## src/rtl/cpu_step_ctrl.sv

```systemverilog
// cpu_step_ctrl: run/step clock-enable generator for the CPU core, with debounced buttons.
// Optional feature macro: STEP_AUTOREPEAT_EN (held step button repeats in step mode).

module cpu_step_ctrl #(
  parameter int WAIT_TIME       = 13500000,
  parameter int DEBOUNCE_CYCLES = 270000,
  parameter int REPEAT_CYCLES   = 6750000
) (
  input  logic       clk,
  input  logic       rst,
  input  logic       btn_step_n,
  input  logic       btn_mode_n,
  output logic       step_en,
  output logic       mode,
  output logic [5:0] step_count
);

  localparam int DIV_W = $clog2(WAIT_TIME);
  localparam int DB_W  = $clog2(DEBOUNCE_CYCLES + 1);
  localparam logic [DIV_W-1:0] DIV_LAST = DIV_W'(WAIT_TIME - 1);
  localparam logic [DB_W-1:0]  DB_LAST  = DB_W'(DEBOUNCE_CYCLES - 1);

  if (WAIT_TIME < 2 || DEBOUNCE_CYCLES < 1 || REPEAT_CYCLES < 1) begin : g_bad_param
    $error("cpu_step_ctrl: need WAIT_TIME >= 2, DEBOUNCE_CYCLES >= 1, REPEAT_CYCLES >= 1");
  end

  typedef enum logic {
    RUN  = 1'b0,
    STEP = 1'b1
  } state_t;

  logic [1:0] raw;
  logic [1:0] press;
  logic       press_step;
  logic       press_mode;

  assign raw = {btn_mode_n, btn_step_n};

  // Per button: 2-flop synchronizer, then a level debouncer; press = debounced falling edge.
  for (genvar i = 0; i < 2; i++) begin : g_btn
    logic            sync1;
    logic            sync2;
    logic            lvl;
    logic            lvl_d;
    logic [DB_W-1:0] cnt;

    always_ff @(posedge clk) begin
      if (rst) begin
        sync1 <= 1'b1;
        sync2 <= 1'b1;
        lvl   <= 1'b1;
        lvl_d <= 1'b1;
        cnt   <= '0;
      end else begin
        sync1 <= raw[i];
        sync2 <= sync1;
        lvl_d <= lvl;
        if (sync2 == lvl) begin
          cnt <= '0;
        end else if (cnt == DB_LAST) begin
          lvl <= sync2;
          cnt <= '0;
        end else begin
          cnt <= cnt + 1'b1;
        end
      end
    end

    assign press[i] = lvl_d & ~lvl;
  end

  assign press_step = press[0];
  assign press_mode = press[1];

  state_t           state;
  state_t           state_next;
  logic [DIV_W-1:0] div;
  logic [DIV_W-1:0] div_next;
  logic             step_next;

`ifdef STEP_AUTOREPEAT_EN
  localparam int REP_W = (REPEAT_CYCLES > 1) ? $clog2(REPEAT_CYCLES) : 1;
  localparam logic [REP_W-1:0] REP_LAST = REP_W'(REPEAT_CYCLES - 1);

  logic [REP_W-1:0] rep;
  logic [REP_W-1:0] rep_next;
  logic             rep_arm;
  logic             rep_arm_next;
  logic             step_held;

  assign step_held = ~g_btn[0].lvl;
`endif

  always_comb begin
    state_next = state;
    div_next   = div;
    step_next  = 1'b0;
`ifdef STEP_AUTOREPEAT_EN
    rep_next     = rep;
    rep_arm_next = rep_arm;
`endif
    if (press_mode) begin
      // A toggle wins over a coincident step press or terminal count.
      state_next = (state == RUN) ? STEP : RUN;
      div_next   = '0;
`ifdef STEP_AUTOREPEAT_EN
      rep_next     = '0;
      rep_arm_next = 1'b0;
`endif
    end else begin
      case (state)
        RUN: begin
          if (div == DIV_LAST) begin
            step_next = 1'b1;
            div_next  = '0;
          end else begin
            div_next = div + 1'b1;
          end
`ifdef STEP_AUTOREPEAT_EN
          rep_next     = '0;
          rep_arm_next = 1'b0;
`endif
        end
        STEP: begin
          div_next = '0;
          if (press_step) begin
            step_next = 1'b1;
`ifdef STEP_AUTOREPEAT_EN
            rep_next     = '0;
            rep_arm_next = 1'b1;
          end else if (!step_held) begin
            rep_next     = '0;
            rep_arm_next = 1'b0;
          end else if (rep_arm) begin
            if (rep == REP_LAST) begin
              step_next = 1'b1;
              rep_next  = '0;
            end else begin
              rep_next = rep + 1'b1;
            end
`endif
          end
        end
        default: begin
          state_next = RUN;
          div_next   = '0;
        end
      endcase
    end
  end

  // Control registers: state, divider, pulse and counter
  always_ff @(posedge clk) begin
    if (rst) begin
      state      <= RUN;
      div        <= '0;
      step_en    <= 1'b0;
      step_count <= '0;
    end else begin
      state   <= state_next;
      div     <= div_next;
      step_en <= step_next;
      if (step_next) begin
        step_count <= step_count + 1'b1;
      end
    end
  end

`ifdef STEP_AUTOREPEAT_EN
  always_ff @(posedge clk) begin
    if (rst) begin
      rep     <= '0;
      rep_arm <= 1'b0;
    end else begin
      rep     <= rep_next;
      rep_arm <= rep_arm_next;
    end
  end
`endif

  assign mode = (state == STEP);

endmodule

```

## config.mk

```make
export PLATFORM = sky130hd
export DESIGN_NAME = cpu_step_ctrl
export DESIGN_NICKNAME = d
export VERILOG_FILES = /design/src/rtl/cpu_step_ctrl.sv
export SDC_FILE = /design/constraint.sdc
export NUM_CORES = 1
export LEC_CHECK = 0
export CORE_ASPECT_RATIO = 0.8
export CORE_UTILIZATION = 50
export DETAILED_ROUTE_END_ITERATION = 8
export PLACE_DENSITY = 0.78
export SETUP_SLACK_MARGIN = 0.15
export SYNTH_ARGS = -nofsm -noshare
export SYNTH_HDL_FRONTEND = slang
export SYNTH_SLANG_ARGS = --single-unit
```

## constraint.sdc

```tcl
create_clock -name clk -period 4.2 [get_ports clk]
set_clock_uncertainty 0.1 [all_clocks]
set_input_delay 0.42 -clock clk [delete_from_list [all_inputs] [get_ports clk]]
set_output_delay 0.42 -clock clk [all_outputs]
set_load 0.01 [all_outputs]
```

## Word level (Yosys, flattened, before mapping)

Index checks and enable logic that the tools add are counted.

- Divide/modulo/power cells: 0
- $mul: 0
- Shift-type cells: 0
- Order comparisons: 0
- Bitwise operators: 7
- Reductions and logical operators: 5
- Equality and inequality tests: 5
- Add/sub/neg operators: 4
- Muxes and demuxes: 7

Operator list:

| cell | count |
|---|---|
| case mux 24 bit (2 select lines) | 1 |
| adder 19 x 1 -> 19 bit (second input constant) | 2 |
| equality test 19 bit (second input constant) | 2 |
| adder 24 x 1 -> 24 bit (second input constant) | 1 |
| equality test 24 bit (second input constant) | 1 |
| 2-to-1 mux 24 bit | 1 |
| adder 6 x 1 -> 6 bit (second input constant) | 1 |
| OR reduction 3 bit | 2 |
| inverter 1 bit | 5 |
| 2-to-1 mux 1 bit | 4 |
| AND reduction 2 bit | 2 |
| AND 1 bit | 2 |
| equality test 1 bit | 2 |
| case mux 1 bit (2 select lines) | 1 |
| OR reduction 2 bit | 1 |

- Word-level logic and storage cells: 42
- Bits in registers: 78
- ROM bits: 0
- Memories: 0
- Bits of input ports: 4
- Latch bits: 0
- Output and inout bits: 8
- Bits in writable memories: 0

## Logic depth before layout (Yosys ltp)

Gate-level depths: netlist (run 1).

- Word-level depth: 5
- Depth in mapped cells: 8
- Mapped depth without buffers: 5

## Worst setup path after synthesis (run 1)

Ideal clock, no wire load.

- Path kind: register to register
- From: register div[0]
- To: register step_count[0]
- Period minus slack after synthesis: 1.961 ns
- Setup slack: 2.239 ns
- Path buffers: 2
- Data required time: 3.979 ns
- Stages on the path, launching flop included: 8
- Arrival: 1.741 ns
- Setup time: 0.121 ns
- Path through: dfxtp_1 > ha_1 > and4_1 > clkbuf_2 > and4_1 > clkbuf_2 > a21oi_1 > mux2_2

- Word-level cells in the longest chain between the ends: 4

Ends and longest elaborated chain:

| item | line | source |
|---|---|---|
| start, declared | 77 | `logic [DIV_W-1:0] div;` |
| start signal, assigned | 161 | `div <= div_next;` |
| equality test 24 bit | 113 | `if (div == DIV_LAST) begin` |
| 2-to-1 mux 1 bit | 113 |  |
| case mux 1 bit (2 select lines) | 111 | `case (state)` |
| 2-to-1 mux 1 bit | 102 | `if (press_mode) begin` |
| end signal, assigned | 164 | `step_count <= step_count + 1'b1;` |
| end, declared | 15 | `output logic [5:0] step_count` |

No other way between the ends.
A chain may end at the register's enable or synchronous reset.

## Final worst setup path (run 1)

- From: register g_btn[1].lvl
- To: register step_count[0]

- Word-level cells in the longest chain between the ends: 3

Ends and longest elaborated chain:

| item | line | source |
|---|---|---|
| start, declared | 43 | `logic lvl;` |
| start signal, assigned | 61 | `lvl <= sync2;` |
| inverter 1 bit | 69 | `assign press[i] = lvl_d & ~lvl;` |
| AND 1 bit | 69 |  |
| 2-to-1 mux 1 bit | 102 |  |

No other way between the ends.

==> results of run 1 <==
## cells in the final DEF, fill, tap and decap left out, types with 2 or more instances in the layout
cell type,Yosys,routed
sky130_fd_sc_hd__or4_1,7,7
sky130_fd_sc_hd__and2_1,2,2
sky130_fd_sc_hd__and4_2,2,2
sky130_fd_sc_hd__o21ai_0,13,13
sky130_fd_sc_hd__a211o_1,2,2
sky130_fd_sc_hd__nand2_1,26,26
sky130_fd_sc_hd__a21oi_1,21,21
sky130_fd_sc_hd__nor4_1,9,9
sky130_fd_sc_hd__clkbuf_8,1,9
sky130_fd_sc_hd__o311ai_0,2,2
sky130_fd_sc_hd__nand4_1,17,17
sky130_fd_sc_hd__xor2_1,19,19
sky130_fd_sc_hd__and3_1,5,5
sky130_fd_sc_hd__xnor2_1,24,24
sky130_fd_sc_hd__inv_1,11,11
sky130_fd_sc_hd__or2_2,6,6
sky130_fd_sc_hd__mux2i_1,3,3
sky130_fd_sc_hd__o211ai_1,4,4
sky130_fd_sc_hd__nand3b_1,4,4
sky130_fd_sc_hd__clkdlybuf4s50_1,0,11
sky130_fd_sc_hd__dfxtp_1,78,78
sky130_fd_sc_hd__nand3_1,22,22
sky130_fd_sc_hd__o31ai_1,4,4
sky130_fd_sc_hd__or3_1,11,11
sky130_fd_sc_hd__nor4bb_1,3,3
sky130_fd_sc_hd__nor2b_1,2,2
sky130_fd_sc_hd__and4_1,8,8
sky130_fd_sc_hd__nor3_1,9,9
sky130_fd_sc_hd__ha_1,4,4
sky130_fd_sc_hd__nor2_1,59,59
sky130_fd_sc_hd__clkinv_4,0,3
## how the worst max path moves through the flow
stage / start / end / cells past startpoint
after floorplan: div[0] / step_count[0] / 7
after global placement: rst / g_btn[1].cnt[10] / 4
after detailed placement: rst / g_btn[1].cnt[2] / 4
after CTS: div[0] / div[5] / 5
after global routing: div[0] / div[5] / 5
final: g_btn[1].lvl / step_count[0] / 4
## through the flow
| step | hold slack (ps) | instances | worst slack (ps) | total power, mW | area (sq um) |
|---|---|---|---|---|---|
| floorplan | 289 | 407 | 2240 | 0.804 | 3600 |
| global placement | 293 | 494 | 1850 | 0.821 | 3740 |
| detailed placement | 300 | 494 | 1750 | 0.823 | 3740 |
| CTS | 314 | 510 | 2010 | 1.34 | 3920 |
| global route | 330 | 510 | 1840 | 1.38 | 3920 |
| finish | 315 | 510 | 2040 | 1.32 | 3920 |
## logic make-up (layout without fill, tap and decap cells)
family | Yosys count | after routing | synth area share (%)
and+or+nand+nor | 203 | 203 | 31.1
DFF | 78 | 78 | 43.4
AOI/OAI and AO/OA | 52 | 52 | 9.12
xor gates and xnor gates | 43 | 43 | 10.5
buffers and inverters | 23 | 39 | 3.31
adders and majority gates | 4 | 4 | 1.39
muxes | 4 | 4 | 1.15
## where the power goes
part / total, mW / internal, mW / switching [mW]
Sequential: 0.761 / 0.749 / 0.0122
Clock: 0.512 / 0.222 / 0.290
Combinational: 0.0449 / 0.0221 / 0.0227
Total: 1.32 / 0.993 / 0.325
## routing by layer
metal / routed length, um / GRT usage, % / up-vias
met5: 0 / 0 / -
met4: 57 / 6.27 / 0
met3: 288 / 5.50 / 4
met2: 2920 / 29.3 / 54
met1: 3350 / 24.6 / 1336
li1: - / - / 1485
## area by class of cell
cell class / count / area [sq um] / area share, %
Multi-Input combinational cell: 306 / 1920 / 48.8
Inverter: 12 / 45.0 / 1.15
Tap cell: 87 / 109 / 2.77
Clock buffer: 9 / 124 / 3.16
Sequential cell: 78 / 1560 / 39.8
Timing Repair Buffer: 11 / 110 / 2.81
Clock inverter: 7 / 58.8 / 1.50
## flip-flops by register name (all words and copies together), names as in the netlist
| name | count |
|---|---|
| mode | 1 |
| g_btn.cnt | 38 |
| div | 24 |
| step_en | 1 |
| g_btn.sync2 | 2 |
| g_btn.sync1 | 2 |
| g_btn.lvl_d | 2 |
| g_btn.lvl | 2 |
| step_count | 6 |
==> results.py, run 1 <==
metrics = {
    "clock_network": {
        "cts.reportedPaths.clkPinSlew_ps": 90,
        "clockBufferDepth": 2,
        "clock_tree.root_cell": "sky130_fd_sc_hd__clkbuf_8",
        "cts_tree": "built",
        "htreeDepth": 3,
        "postCtsSetupRepairBufs": 0,
        "cts.sink_count": 78,
        "clock_insertion_delay_worst_skew_ps": 350,
        "ctsResizeCount": 0,
        "cts_made_buffers": 9,
        "cts_hold_buf": 0,
    },
    "floorplanning": {
        "die_h_um": 77.9,
        "dieArea_sq_mm": 0.00754,
        "pin_count": 12,
        "die_w_um": 96.8,
        "core_region_area_sq_mm": 0.00693,
        "placementRows": 27,
        "start_util_pct": 51.9,
    },
    "yosys": {
        "yosysTopAreaCell": "sky130_fd_sc_hd__dfxtp_1",
        "yosys.cell_count.top_type": "sky130_fd_sc_hd__dfxtp_1",
        "post_synth_inst_count": 407,
        "ys_top_cells_by_area": "sky130_fd_sc_hd__dfxtp_1, sky130_fd_sc_hd__nor2_1, sky130_fd_sc_hd__xnor2_1",
        "yosysSeqAreaShare_pct": 43.4,
        "ffs_w_async_s_r_synth_pct": 0,
        "synthesis.nets": 415,
        "synth-edff-count": 0,
        "synth_cell_type_count": 53,
        "yosys_register_bits": 78,
        "synth_top_cell_area_share_pct": 43.4,
        "syn-cell-area_sq_mm": 0.00360,
        "syn_avg_cell_area_sq_um": 8.84,
        "synth.top_cells.by_count": "sky130_fd_sc_hd__dfxtp_1, sky130_fd_sc_hd__nor2_1, sky130_fd_sc_hd__nand2_1",
        "ys.warnings.count": 0,
        "ys.flop_type": "sky130_fd_sc_hd__dfxtp_1",
    },
    "min_path": {
        "worstHoldStart": "g_btn[0].sync1",
        "endpoint_of_the_worst_hold_timing_path": "g_btn[0].sync2",
        "timing.hold.worst_path_depth": 1,
        "holdCritPathClass": "register to register",
    },
    "power_and_ir_drop": {
        "power.density_cell_area_mw_per_mm2": 336,
        "irDropWorstVdd_v": 0.000220,
        "leakagePower_nw": 1.23,
    },
    "setup_path": {
        "worst-endpoint-arrival_ps": 2300,
        "worstPathBufferInverterCount": 0,
        "worst_path_largest_cell_delay_ps": 660,
        "cp-end-kind": "register",
        "worstRegToRegCells": 4,
        "regToRegEndpoint": "step_count[0]",
        "required_ps": 4350,
        "cp_cell_sequence": "nor2b_1, nor4_2, a21oi_1, mux2_2",
        "crit_path_start_kind": "register",
        "r2r-start": "g_btn[1].lvl",
        "timing.critical_path.max_delay_family": "simple AND/OR/NAND/NOR gates",
        "timing_worst_setup_path_type": "register to register",
        "crit_slowest_cell": "sky130_fd_sc_hd__nor2b_1",
        "timing.reg2reg.setup_slack_ps": 2040,
        "crit_fanout": 11,
    },
    "timing": {
        "tightest_slew_ps": 841,
        "max_slew_violations": 0,
        "post-route-min-period_ps": 2160,
        "grt_setup_unrepaired": "false",
        "final_cycle_utilization_of_the_critical_path_pct": 51.3,
        "finalSetupViolations": 0,
        "setup-tns-final_ps": 0,
        "finalHoldViolations": 0,
        "maxSlewHeadroom_pct": 43.8,
        "fmax_mhz": 464,
    },
    "place": {
        "gpl_wtd_cong": 0.853,
        "numPortBuffers": 11,
        "place.detailed.hpwl_um": 4660,
    },
    "global_route": {
        "antenna_violations_before_repair": 0,
        "vias_in_the_first_global_route": 2588,
        "grt_first_pass_wirelength_um": 11600,
        "grt_start_max_net_pins": 25,
        "grtUsageTotal_pct": 18.7,
        "grt_overflow_total": 0,
    },
    "layout": {
        "final_layout_size_suffix_gt1_share_pct": 8.27,
        "fill_cells": 596,
        "area.growth.synth_to_final_pct": 9.12,
        "fin_util_pct": 56.7,
        "finish.net_count": 426,
        "antenna_cells_inserted": 0,
    },
    "routing": {
        "drt_drc_violations_left": 0,
        "wl_per_cell_um": 13.0,
        "number_of_nets_with_antenna_violations_after_routing": 0,
        "detail_route.wirelength_um": 6610,
        "vias_post_dr": 2879,
        "detail_route.iter0.violations": 130,
        "detailed_router_iteration_count_before_antenna_repair": 4,
        "route.detailed.vias_per_inst": 5.65,
    },
    "status": {
        "run_status": "complete, no violations",
    },
    "job": {
        "maxCapViolCount": 0,
    },
}
Power figures use the tool's default switching activity.
==> run 2, diff against run 1 <==
--- a/config.mk
+++ b/config.mk
@@ -8,7 +8,7 @@
 export CORE_ASPECT_RATIO = 0.8
 export CORE_UTILIZATION = 50
 export DETAILED_ROUTE_END_ITERATION = 8
-export PLACE_DENSITY = 0.78
+export PLACE_DENSITY = 0.81
 export SETUP_SLACK_MARGIN = 0.15
 export SYNTH_ARGS = -nofsm -noshare
 export SYNTH_HDL_FRONTEND = slang
==> constraint.sdc (replaced) <==
create_clock -name clk -period 1.9 [get_ports clk]
set_clock_uncertainty 0.1 [all_clocks]
set_input_delay 0.19 -clock clk [delete_from_list [all_inputs] [get_ports clk]]
set_output_delay 0.19 -clock clk [all_outputs]
set_load 0.01 [all_outputs]
==> run 2 against run 1 <==
Effect of this change:
- routed wire length is 10% higher
- worst setup slack worse by 2000 ps
- clock power grew 150%
- critical path depth rose by 1
- first-iteration DRC count is 17% lower
- sequential power increased by 120%
- fmax rose by 17%
- sequential share of layout area down 2.7 points
- final cell count grew 4.7%
- register-to-register slack got worse by 2000 ps
- die area stayed put
- global-route usage rose by 1.4 points
- critical path type unchanged
- largest power group unchanged
- highest routed layer unchanged
==> results.py, run 2 (synthesis gave the netlist of run 1 again) <==
metrics = {
    "global_route": {
        "grtUsageTotal_pct": 20.1,
        "vias_in_the_first_global_route": 2875,
        "grt_overflow_total": 0,
        "grt_start_max_net_pins": 20,
        "grt_first_pass_wirelength_um": 12500,
        "antenna_violations_before_repair": 0,
    },
    "layout": {
        "layout_commonest_cell": "sky130_fd_sc_hd__dfxtp_1",
        "largest_registers": "g_btn.cnt x38, div x24, step_count x6",
        "fill_cells": 574,
        "finish.net_count": 450,
        "final_layout_size_suffix_gt1_share_pct": 20.8,
        "antenna_cells_inserted": 0,
        "layout.cells.most_common_list": "sky130_fd_sc_hd__dfxtp_1, sky130_fd_sc_hd__nor2_1, sky130_fd_sc_hd__nand2_1, sky130_fd_sc_hd__xnor2_1, sky130_fd_sc_hd__nand3_1",
        "area.growth.synth_to_final_pct": 18.9,
        "register_with_the_most_flip_flops": "g_btn.cnt",
        "largest_register_ff_count": 38,
    },
    "place": {
        "numPortBuffers": 11,
        "place.detailed.hpwl_um": 4890,
        "place_worst_setup_slack_ps": 42.8,
        "gpl_wtd_cong": 0.855,
    },
    "routing": {
        "detail_route.iter0.violations": 108,
        "drt_drc_violations_left": 0,
        "detail_route.wirelength_um": 7310,
        "number_of_nets_with_antenna_violations_after_routing": 0,
        "wl_per_cell_um": 13.7,
        "vias_post_dr": 3077,
        "detailed_router_iteration_count_before_antenna_repair": 4,
        "route.detailed.vias_per_inst": 5.76,
    },
    "setup_path": {
        "timing.reg2reg.setup_slack_ps": 60,
        "worst_path_largest_cell_delay_ps": 540,
        "r2r-start": "g_btn[0].cnt[17]",
        "timing_worst_setup_path_type": "register to register",
        "worstRegToRegCells": 5,
        "worstPathBufferInverterCount": 1,
        "cp_cell_sequence": "or4b_4, or3_4, o21ai_4, buf_12, nor2_1",
        "cp_num_cells": 5,
        "crit_slowest_cell": "sky130_fd_sc_hd__or4b_4",
        "regToRegEndpoint": "g_btn[0].cnt[3]",
        "required_ps": 2040,
        "timing.critical_path.max_delay_family": "simple AND/OR/NAND/NOR gates",
        "cp-end-kind": "register",
        "crit_path_start_kind": "register",
        "crit_fanout": 19,
        "worst-endpoint-arrival_ps": 1990,
    },
    "power_and_ir_drop": {
        "irDropWorstVdd_v": 0.000486,
        "power_frac_clock_pct": 41.3,
        "share_seq_of_total_power_pct": 54.8,
        "intPower_mw": 2.37,
        "leakagePower_nw": 1.41,
        "p_switching_mw": 0.701,
        "power.density_cell_area_mw_per_mm2": 719,
        "power_frac_comb_pct": 3.9,
        "swShare_pct": 22.8,
    },
    "floorplanning": {
        "die_h_um": 77.9,
        "start_util_pct": 51.9,
        "dieArea_sq_mm": 0.00754,
        "pin_count": 12,
        "placementRows": 27,
        "core_region_area_sq_mm": 0.00693,
        "die_w_um": 96.8,
    },
    "job": {
        "maxCapViolCount": 0,
    },
    "timing": {
        "fmax_mhz": 542,
        "post-route-min-period_ps": 1840,
        "finalHoldViolations": 0,
        "final_cycle_utilization_of_the_critical_path_pct": 97.1,
        "tightest_slew_ps": 550,
        "finalSetupViolations": 0,
        "maxSlewHeadroom_pct": 63.0,
        "grt_setup_unrepaired": "true",
        "timing.final.ws_setup_ps": 55.8,
        "minimum_hold_slack_ps": 327,
        "max_slew_violations": 0,
    },
    "clock_network": {
        "htreeDepth": 3,
        "clock_tree.root_cell": "sky130_fd_sc_hd__clkbuf_8",
        "cts_made_buffers": 9,
        "cts.reportedPaths.clkPinSlew_ps": 80,
        "cts_hold_buf": 0,
        "clockBufferDepth": 2,
        "cts.sink_count": 78,
        "cts_tree": "built",
        "clock_insertion_delay_worst_skew_ps": 350,
    },
    "min_path": {
        "endpoint_of_the_worst_hold_timing_path": "g_btn[1].sync1",
        "timing.hold.worst_path_depth": 2,
        "holdCritPathClass": "input port to register",
        "worstHoldStart": "btn_mode_n",
    },
    "status": {
        "run_status": "complete, no violations",
    },
}
run 2: worst max path at each step:
| stage | startpoint | endpoint | slack [ps] |
|---|---|---|---|
| final | g_btn[0].cnt[17] | g_btn[0].cnt[3] | 60 |
| after global placement | div[7] | div[23] | 90 |
| after global routing | g_btn[0].cnt[17] | g_btn[0].cnt[13] | -5 |
| after floorplan | g_btn[0].cnt[12] | g_btn[0].cnt[16] | 80 |
| after CTS | g_btn[0].cnt[17] | g_btn[0].cnt[3] | 60 |
| after detailed placement | div[2] | div[23] | 40 |
run 2: metrics by stage:
step                util [%]  std cells  power [mW]  instance area, sq um  TNS, ps
finish                  61.8        534        3.07                  4280        0
global route            61.8        534        3.18                  4280    -11.4
CTS                     60.3        530        3.09                  4180        0
detailed placement      56.7        512        1.83                  3930        0
global placement        56.7        512        1.83                  3930        0
floorplan                  -        407        1.78                  3640        0
run 2: power by group through the flow:
stage	combinational, mW	clock [mW]	sequential (mW)
floorplan	0.0614	0	1.72
detailed placement	0.111	0	1.72
finish	0.120	1.27	1.68
global placement	0.109	0	1.72
CTS	0.115	1.29	1.68
global route	0.133	1.36	1.69
run 2: what timing repair did:
action                                  4_1_cts  5_1_grt
setup buffers                                 1        4
pin swaps                                     2       10
gates resized for setup                      13       27
cloned                                        1        0
endpoints found under the setup margin       46       54
run 2: final cells by class:
class | instances | area, sq um | share of cell area, %
Sequential cell | 78 | 1590 | 37.1
Clock inverter | 6 | 68.8 | 1.61
Clock buffer | 10 | 138 | 3.22
Multi-Input combinational cell | 307 | 2010 | 47.1
Inverter | 12 | 45.0 | 1.05
Timing Repair Buffer | 34 | 315 | 7.37
Tap cell | 87 | 109 | 2.55
run 2: routing by layer:
| layer | GRT usage, % | up-vias | part of all wire, % |
|---|---|---|---|
| met5 | 0 | - | 0 |
| met4 | 5.67 | 0 | 1.1 |
| met3 | 5.95 | 10 | 5.0 |
| met2 | 33.8 | 82 | 46 |
| met1 | 25.1 | 1450 | 48 |
| li1 | - | 1535 | - |
==> run 3, diff against run 2 <==
--- a/config.mk
+++ b/config.mk
@@ -8,7 +8,7 @@
 export CORE_ASPECT_RATIO = 0.8
 export CORE_UTILIZATION = 50
 export DETAILED_ROUTE_END_ITERATION = 8
-export PLACE_DENSITY = 0.81
+export PLACE_DENSITY = 0.78
 export SETUP_SLACK_MARGIN = 0.15
 export SYNTH_ARGS = -nofsm -noshare
 export SYNTH_HDL_FRONTEND = slang
==> constraint.sdc (replaced) <==
create_clock -name clk -period 1.8 [get_ports clk]
set_clock_uncertainty 0.1 [all_clocks]
set_input_delay 0.18 -clock clk [delete_from_list [all_inputs] [get_ports clk]]
set_output_delay 0.18 -clock clk [all_outputs]
set_load 0.01 [all_outputs]
==> run 3 against run 2 <==
Effect of this change:
- the run now ends with setup timing left
- routed wire length is 17% higher
- register-to-register slack worse by 90 ps
- via count is 5.8% higher
- hold slack worse by 39 ps
- final cell count is 4.5% higher
- cell area is 10% higher
- count of clock-buffer cells in the layout is 4 higher
- worst setup slack worse by 91 ps
==> results.py, run 3 (synthesis gave the netlist of run 1 again) <==
metrics = {
    "setup_path": {
        "timing.critical_path.max_delay_family": "simple AND/OR/NAND/NOR gates",
        "cp-end-kind": "register",
        "worstPathBufferInverterCount": 1,
        "crit_slowest_cell": "sky130_fd_sc_hd__or4b_1",
        "timing_worst_setup_path_type": "register to register",
        "timing.reg2reg.setup_slack_ps": -40,
        "r2r-start": "g_btn[0].cnt[17]",
        "setup.worst_path.end": "g_btn[0].cnt[13]",
        "cp_num_cells": 5,
        "worst-endpoint-arrival_ps": 1960,
        "required_ps": 1920,
        "crit_path_start_kind": "register",
        "critPathLaunch": "g_btn[0].cnt[17]",
        "regToRegEndpoint": "g_btn[0].cnt[13]",
        "cp_cell_sequence": "or4b_1, or3_4, o21ai_4, buf_12, a21oi_1",
        "worstRegToRegCells": 5,
        "worst_path_largest_cell_delay_ps": 520,
        "crit_fanout": 19,
    },
    "routing": {
        "drt_drc_violations_left": 0,
        "vias_post_dr": 3254,
        "number_of_nets_with_antenna_violations_after_routing": 0,
        "route.detailed.vias_per_inst": 5.83,
        "detail_route.iter0.violations": 177,
        "detail_route.wirelength_um": 8550,
        "detailed_router_iteration_count_before_antenna_repair": 4,
        "wl_per_cell_um": 15.3,
    },
    "power_and_ir_drop": {
        "leakagePower_nw": 1.54,
        "power.density_cell_area_mw_per_mm2": 671,
        "irDropWorstVdd_v": 0.000505,
    },
    "timing": {
        "grt_setup_unrepaired": "true",
        "setup-tns-final_ps": -201,
        "fmax_mhz": 545,
        "max_slew_violations": 0,
        "finalHoldViolations": 0,
        "tightest_slew_ps": 432,
        "timing.final.ws_setup_ps": -35.1,
        "finalSetupViolations": 19,
        "post-route-min-period_ps": 1840,
        "maxSlewHeadroom_pct": 71.0,
        "final_cycle_utilization_of_the_critical_path_pct": 102,
        "minimum_hold_slack_ps": 288,
    },
    "layout": {
        "final_layout_size_suffix_gt1_share_pct": 32.7,
        "register_with_the_most_flip_flops": "g_btn.cnt",
        "layout.cell_area.non_filler_sq_mm": 0.00471,
        "area.growth.synth_to_final_pct": 31.0,
        "largest_register_ff_count": 38,
        "fill_cells": 507,
        "antenna_cells_inserted": 0,
        "layout.cells.most_common_list": "sky130_fd_sc_hd__dfxtp_1, sky130_fd_sc_hd__nor2_1, sky130_fd_sc_hd__buf_4",
        "layout_commonest_cell": "sky130_fd_sc_hd__dfxtp_1",
        "fin_cells": 558,
        "finish.net_count": 474,
        "largest_registers": "g_btn.cnt x38, div x24, step_count x6",
    },
    "clock_network": {
        "cts_tree": "built",
        "cts.sink_count": 78,
        "cts.reportedPaths.clkPinSlew_ps": 80,
        "clock_insertion_delay_worst_skew_ps": 350,
        "cts_made_buffers": 9,
        "clock_tree.root_cell": "sky130_fd_sc_hd__clkbuf_8",
        "clockBufferDepth": 2,
        "cts_hold_buf": 0,
        "htreeDepth": 3,
    },
    "global_route": {
        "antenna_violations_before_repair": 0,
        "grtUsageTotal_pct": 22.2,
        "vias_in_the_first_global_route": 3023,
        "grt_overflow_total": 0,
        "grt_start_max_net_pins": 20,
        "grt_first_pass_wirelength_um": 13700,
    },
    "job": {
        "maxCapViolCount": 0,
    },
    "place": {
        "place_worst_setup_slack_ps": -8.32,
        "place.detailed.instances": 522,
        "numPortBuffers": 11,
        "gpl_wtd_cong": 0.816,
        "cell_area_after_placement_sq_mm": 0.00408,
        "place.detailed.hpwl_um": 5150,
    },
    "floorplanning": {
        "start_util_pct": 51.9,
        "die_h_um": 77.9,
        "placementRows": 27,
        "pin_count": 12,
        "dieArea_sq_mm": 0.00754,
        "die_w_um": 96.8,
        "core_region_area_sq_mm": 0.00693,
    },
    "status": {
        "violations": "setup timing",
        "run_status": "finished, violations left",
    },
    "min_path": {
        "holdCritPathClass": "input port to register",
    },
}
## run 3: per-layer routing
| metal | global-route usage, % | vias to the layer above | routed length [um] |
|---|---|---|---|
| met5 | 0 | - | 0 |
| met4 | 5.97 | 0 | 92 |
| met3 | 6.85 | 11 | 429 |
| met2 | 36.6 | 88 | 4110 |
| met1 | 28.3 | 1573 | 3920 |
| li1 | - | 1582 | - |
## run 3: report_power, final
part / internal [mW] / switching, mW
Clock: 0.626 / 0.620
Sequential: 1.74 / 0.0308
Combinational: 0.0742 / 0.0707
Total: 2.44 / 0.722
## run 3: repair_timing
item / in CTS / in global routing
setup endpoints to repair: 55 / 73
gates resized for setup: 26 / 59
gates cloned: 2 / 2
buffers inserted: 9 / 7
pin swaps: 8 / 10
## run 3: cell type report
class,instances,area (sq um),area share [%]
Inverter,12,45.0,0.956
Tap cell,87,109,2.31
Timing Repair Buffer,55,473,10.0
Clock inverter,2,13.8,0.292
Sequential cell,78,1620,34.3
Clock buffer,14,174,3.69
Multi-Input combinational cell,310,2280,48.4
## run 3: worst min path at each step
| stage | start | endpoint | slack [ps] | cells past startpoint |
|---|---|---|---|---|
| floorplan | btn_step_n | g_btn[0].sync1 | 180 | 1 |
| global placement | g_btn[1].sync1 | g_btn[1].sync2 | 290 | 1 |
| detailed placement | g_btn[1].sync1 | g_btn[1].sync2 | 300 | 1 |
| CTS | btn_step_n | g_btn[0].sync1 | 280 | 2 |
| global route | btn_step_n | g_btn[0].sync1 | 290 | 2 |
| finish | btn_step_n | g_btn[0].sync1 | 290 | 2 |
## run 3: metrics by stage
step	util (%)	total power [mW]
global route	68.0	3.29
global placement	58.9	1.93
finish	68.0	3.16
CTS	63.8	3.17
floorplan	-	1.88
detailed placement	58.9	1.94
## run 3: worst register-to-register path, stage by stage, from the launching register on
cell and delay (ps):
sky130_fd_sc_hd__dfxtp_2 320, sky130_fd_sc_hd__or4b_1 520, sky130_fd_sc_hd__or3_4 370, sky130_fd_sc_hd__o21ai_4 170, sky130_fd_sc_hd__buf_12 170, sky130_fd_sc_hd__a21oi_1 60
